===== src/rtl/mem_access_stage.sv =====
// MEM pipeline stage: performs the data-memory access for loads and stores
// over a variable-latency req/ack port, stalls EX while an access is
// outstanding, and registers the MEM/WB results. Misaligned, illegal and
// timed-out accesses are recorded in sticky error flags.
module mem_access_stage #(
  parameter int TIMEOUT = 15  // 1..255 cycles of req without ack before abort
) (
  input  logic        clk,
  input  logic        reset,
  input  logic        valid_2_mem,
  input  logic [31:0] rd,
  input  logic [31:0] A,
  input  logic [31:0] store_data_2_mem,
  input  logic        mem_read_2_mem,
  input  logic        mem_write_2_mem,
  input  logic        mem_to_reg_2_mem,
  input  logic        reg_write_2_mem,
  input  logic [4:0]  rd_add_value_2_mem,
  output logic        stall_2_ex,
  output logic        dmem_req,
  output logic        dmem_we,
  output logic [31:0] dmem_addr,
  output logic [31:0] dmem_wdata,
  input  logic        dmem_ack,
  input  logic [31:0] dmem_rdata,
  output logic        wb_valid,
  output logic [31:0] wb_data,
  output logic [4:0]  wb_rd_add,
  output logic        wb_reg_write,
  output logic [2:0]  err
);

  typedef enum logic {IDLE = 1'b0, WAIT = 1'b1} state_t;

  // Counter value seen on the cycle whose edge completes TIMEOUT waiting cycles.
  localparam logic [7:0] CNT_LAST = 8'(TIMEOUT - 1);

  state_t      state_q, state_d;
  logic        dmem_req_q, dmem_req_d;
  logic        dmem_we_q, dmem_we_d;
  logic [31:0] dmem_addr_q, dmem_addr_d;
  logic [31:0] dmem_wdata_q, dmem_wdata_d;
  logic        wb_valid_q, wb_valid_d;
  logic [31:0] wb_data_q, wb_data_d;
  logic [4:0]  wb_rd_add_q, wb_rd_add_d;
  logic        wb_reg_write_q, wb_reg_write_d;
  logic [2:0]  err_q, err_d;
  logic [7:0]  cnt_q, cnt_d;
  logic [31:0] lat_rd_q, lat_rd_d;
  logic [4:0]  lat_rd_add_q, lat_rd_add_d;
  logic        lat_reg_write_q, lat_reg_write_d;
  logic        lat_m2r_q, lat_m2r_d;

  // Next-state and next-output logic for the IDLE/WAIT access controller.
  always_comb begin
    state_d         = state_q;
    dmem_req_d      = dmem_req_q;
    dmem_we_d       = dmem_we_q;
    dmem_addr_d     = dmem_addr_q;
    dmem_wdata_d    = dmem_wdata_q;
    wb_valid_d      = 1'b0;
    wb_data_d       = wb_data_q;
    wb_rd_add_d     = wb_rd_add_q;
    wb_reg_write_d  = wb_reg_write_q;
    err_d           = err_q;
    cnt_d           = cnt_q;
    lat_rd_d        = lat_rd_q;
    lat_rd_add_d    = lat_rd_add_q;
    lat_reg_write_d = lat_reg_write_q;
    lat_m2r_d       = lat_m2r_q;

    case (state_q)
      IDLE: begin
        if (valid_2_mem) begin
          if (mem_read_2_mem && mem_write_2_mem) begin
            // Illegal: retire without access and without a register write.
            err_d[2]       = 1'b1;
            wb_valid_d     = 1'b1;
            wb_data_d      = rd;
            wb_rd_add_d    = rd_add_value_2_mem;
            wb_reg_write_d = 1'b0;
          end else if (mem_read_2_mem || mem_write_2_mem) begin
            if (A[1:0] != 2'b00) begin
              err_d[0]       = 1'b1;
              wb_valid_d     = 1'b1;
              wb_data_d      = rd;
              wb_rd_add_d    = rd_add_value_2_mem;
              wb_reg_write_d = 1'b0;
            end else begin
              dmem_req_d      = 1'b1;
              dmem_we_d       = mem_write_2_mem;
              dmem_addr_d     = A;
              dmem_wdata_d    = store_data_2_mem;
              lat_rd_d        = rd;
              lat_rd_add_d    = rd_add_value_2_mem;
              // A store never writes the register file.
              lat_reg_write_d = reg_write_2_mem && !mem_write_2_mem;
              lat_m2r_d       = mem_to_reg_2_mem;
              cnt_d           = 8'd0;
              state_d         = WAIT;
            end
          end else begin
            wb_valid_d     = 1'b1;
            wb_data_d      = rd;
            wb_rd_add_d    = rd_add_value_2_mem;
            wb_reg_write_d = reg_write_2_mem && (rd_add_value_2_mem != 5'd0);
          end
        end
      end
      WAIT: begin
        if (dmem_ack) begin
          // Ack takes priority over a timeout landing on the same edge.
          dmem_req_d     = 1'b0;
          wb_valid_d     = 1'b1;
          wb_data_d      = lat_m2r_q ? dmem_rdata : lat_rd_q;
          wb_rd_add_d    = lat_rd_add_q;
          wb_reg_write_d = lat_reg_write_q && (lat_rd_add_q != 5'd0);
          state_d        = IDLE;
        end else if (cnt_q == CNT_LAST) begin
          dmem_req_d     = 1'b0;
          err_d[1]       = 1'b1;
          wb_valid_d     = 1'b1;
          wb_data_d      = lat_rd_q;
          wb_rd_add_d    = lat_rd_add_q;
          wb_reg_write_d = 1'b0;
          state_d        = IDLE;
        end else begin
          cnt_d = cnt_q + 8'd1;
        end
      end
      default: state_d = IDLE;
    endcase
  end

  // State and output registers; reset abandons any outstanding access.
  always_ff @(posedge clk or negedge reset) begin
    if (!reset) begin
      state_q         <= IDLE;
      dmem_req_q      <= 1'b0;
      dmem_we_q       <= 1'b0;
      dmem_addr_q     <= 32'd0;
      dmem_wdata_q    <= 32'd0;
      wb_valid_q      <= 1'b0;
      wb_data_q       <= 32'd0;
      wb_rd_add_q     <= 5'd0;
      wb_reg_write_q  <= 1'b0;
      err_q           <= 3'd0;
      cnt_q           <= 8'd0;
      lat_rd_q        <= 32'd0;
      lat_rd_add_q    <= 5'd0;
      lat_reg_write_q <= 1'b0;
      lat_m2r_q       <= 1'b0;
    end else begin
      state_q         <= state_d;
      dmem_req_q      <= dmem_req_d;
      dmem_we_q       <= dmem_we_d;
      dmem_addr_q     <= dmem_addr_d;
      dmem_wdata_q    <= dmem_wdata_d;
      wb_valid_q      <= wb_valid_d;
      wb_data_q       <= wb_data_d;
      wb_rd_add_q     <= wb_rd_add_d;
      wb_reg_write_q  <= wb_reg_write_d;
      err_q           <= err_d;
      cnt_q           <= cnt_d;
      lat_rd_q        <= lat_rd_d;
      lat_rd_add_q    <= lat_rd_add_d;
      lat_reg_write_q <= lat_reg_write_d;
      lat_m2r_q       <= lat_m2r_d;
    end
  end

  assign stall_2_ex   = (state_q == WAIT);
  assign dmem_req     = dmem_req_q;
  assign dmem_we      = dmem_we_q;
  assign dmem_addr    = dmem_addr_q;
  assign dmem_wdata   = dmem_wdata_q;
  assign wb_valid     = wb_valid_q;
  assign wb_data      = wb_data_q;
  assign wb_rd_add    = wb_rd_add_q;
  assign wb_reg_write = wb_reg_write_q;
  assign err          = err_q;

endmodule


===== config.mk =====
export PLATFORM = sky130hd
export DESIGN_NAME = mem_access_stage
export DESIGN_NICKNAME = d
export VERILOG_FILES = /design/src/rtl/mem_access_stage.sv
export SDC_FILE = /design/constraint.sdc
export NUM_CORES = 1
export LEC_CHECK = 0
export ABC_CLOCK_PERIOD_IN_PS = 4820
export CAP_MARGIN = 20
export CORE_MARGIN = 3
export CORE_UTILIZATION = 25
export CTS_CLUSTER_SIZE = 16
export DETAILED_ROUTE_END_ITERATION = 8
export DONT_BUFFER_PORTS = 1
export MAX_ROUTING_LAYER = met4
export PLACE_DENSITY_LB_ADDON = 0.1
export SYNTH_ARGS = -nofsm -noshare
export SYNTH_HDL_FRONTEND = slang
export SYNTH_SLANG_ARGS = --single-unit

===== constraint.sdc =====
create_clock -name clk -period 4.82 [get_ports clk]
set_clock_uncertainty 0.2 [all_clocks]
set_input_delay 1.446 -clock clk [delete_from_list [all_inputs] [get_ports clk]]
set_output_delay 1.446 -clock clk [all_outputs]
set_load 0.02 [all_outputs]

==> results.md <==
* Wirelength, routed at 16.6 mm
* Leakage power at 3.47 nW
* CTS sink count at 156
* TritonCTS clock tree: done
* Post-synthesis sequential area ratio at ~58%
* PwrDens at 510 nW/um^2
* Port-buffer cells at 0
* Post-synth cell types at 38
* H-tree depth at 4
* CP peak stage delay at 630 ps
* Via count at about 3,900
* CP Cell Sequence: buf_4
* CP Launch Type: flip-flop
* Simple-Gate Fraction of Synth Area at 5.38%
* Post-Synthesis Net Count at 645
* Clock latency on the worst-skew pair at 420 ps
* Worst setup path class: flip-flop to primary output
* Synthesized area per cell at 13.6 um^2
* DP Area at 7130 um^2
* Final period util at 70.3%
* CTS clk-pin slew, worst paths at ~70 ps
* Post-DRT Antenna Nets at 0
* Slowest CP cell: buf_4
* Dpl hpwl at 11.1 mm
* Ant diodes at 0
* Via density at 4.60
* Post-CTS sizing at 0
* Pins Over Slew Limit at 0
* Unrepaired setup endpoints after global routing: false
* Wire length per cell at around 20 um
* Period minus WS final at 3390 ps
* Most frequent cells in the layout: dfrtp_1 (155), mux2_2 (107), nor2_1 (40)
* Global Route Usage Sum at 11.5%
* Slew @ Worst Pin at 980 ps
* EDFF count, synth at 0
* Class of the worst hold path: flip-flop to flip-flop
* FILL cells at 2,657
* Hold_ws at approximately 290 ps
* Largest family of logic cells by synthesized area: multiplexers
* Post-CTS Setup Inserts at 0
* Synthesized area at slightly below 7000 um^2
* Core ar. at 26,400 um^2
* Critical Path RT at about 3200 ps
* # DRC at 0
* Number of synthesized register bits at around 160
* Ports at 250
* Pin count of the biggest net entering global routing at ~160
* Max-cap violations at 0
* Die Span Y at 171 um
* Starting Density at 25.7%
* Asr flop ratio synth at 100%
* P&R area growth vs syn at 14.2%
* Antenna violations before repair at 0
* Clk root buf: clkbuf_16
* Status: finished clean
* CP endpoint kind: primary output
* Setup violations, final at 0
* Die area at 29,200 um^2
* Crit path max fanout at 64
* Total CTS buffers at 17
* Family with the most delay on the worst path: buffers and inverters
* Fin. Hold Viols at 0
* F_max at 295 MHz
* Synth Area in Compound Gates at 5.20%
* Initial DRT Pass Iterations at 4
* Slew margin rel. at between 30% and 40%
* Post-synth top flop: dfrtp_1
* Post-synthesis xor/xnor area fraction at 0%
* Post-Layout Inst Area at 7750 um^2
* DRT iter0 DRCs at 135
* First-pass GRT wire length at between 20 and 25 mm
* Buf/Inv on CP at 1
* Arr. time, crit path at about 1700 ps
* CTS max path bufs at 2
* Global-route congestion overflow total at 0
* Row cnt at 59
* Die Span X at 171 um
* Gpl congestion at 0.763
* Hold_buf cts at 0
* TNS Setup at 0 ps
* Vias in the first global route at 4,098
* Post-synthesis adder-cell area fraction at 0.738%
* Nets at 640
* Ys Warns at 0
* Worst VDD drop at 0.000215 V
* Most common cell after layout, fill and taps aside: dfrtp_1
* Number of cells produced by synthesis at 500
* Layout cells sized above 1 at 33.5%
* Mux cell area share after synthesis at 28.5%
==> sequential cells by signal (all words and copies together), names as in the netlist, 3 cells and up <==
signal / cells
wb_data: 32
cnt_q: 8
err: 3
lat_rd_q: 32
wb_rd_add: 5
dmem_addr: 32
lat_rd_add_q: 5
dmem_wdata: 32
==> synth_stat cells (4+ instances only) <==
master,number,area (um^2)
dfrtp_1,156,3900
mux2_2,107,1200
nor2_1,40,150
a21oi_1,37,185
mux2i_1,37,370
mux2_4,20,300
buf_2,13,65.1
clkbuf_1,10,37.5
nand3_1,9,45.0
o21ai_0,8,40.0
inv_1,7,26.3
nand2_1,7,26.3
mux2_1,5,56.3
buf_6,4,45.0
ha_1,4,50.1
==> worst min-delay path, stage by stage, from the launching register on <==
cell	delay, ps
dfrtp_1	350
nand2_1	50
o21ai_0	60
==> worst paths after layout <==
kind	to	start	depth (start not counted)	slack (ps)
setup / recovery	stall_2_ex	stall_2_ex	1	1430
hold / removal	lat_reg_write_q	lat_reg_write_q	2	290
max in group asynchronous	dmem_wdata[9]	reset	0	3710
min in group asynchronous	dmem_addr[9]	reset	0	510
hold reg to reg	lat_reg_write_q	lat_reg_write_q	2	290
setup reg to reg	dmem_addr[25]	stall_2_ex	4	2030
==> where the power goes <==
| part | total, mW | internal (mW) | switching (mW) |
|---|---|---|---|
| clock network | 1.40 | 0.753 | 0.649 |
| logic | 0.486 | 0.308 | 0.178 |
| registers | 2.07 | 1.59 | 0.471 |
==> logic make-up after synthesis <==
| family | count (synthesis) |
|---|---|
| compound gates | 60 |
| fa+ha+maj | 4 |
| flops | 156 |
| buf+inv | 36 |
| simple gates | 75 |
| mux | 169 |
==> metal layers <==
| metal | global-route usage (%) | share of wire [%] |
|---|---|---|
| met2 | 17.4 | 46 |
| met3 | 6.33 | 13 |
| met4 | 2.54 | 0.79 |
| met5 | - | 0 |
| met1 | 13.5 | 41 |
==> area by class of cell <==
type	count	area [um^2]	area share, %
inverters	7	26.3	0.339
clock buffers	17	425	5.49
repair buffers	5	62.6	0.807
clock inverters	15	191	2.47
flip-flops and latches	156	3910	50.4
well taps	335	419	5.41
multi-input cells	308	2720	35.1
==> through the flow <==
step	utilization [%]	setup WS [ps]	instances	total power [mW]
global route	29.4	1320	843	4.16
CTS	29.4	1420	843	4.03
finish	29.4	1430	843	3.95
floorplan	-	1590	500	2.44
detailed placement	27.1	1000	811	2.59
global placement	27.1	1050	811	2.58
Note: power is estimated with default switching activity, not from simulation.
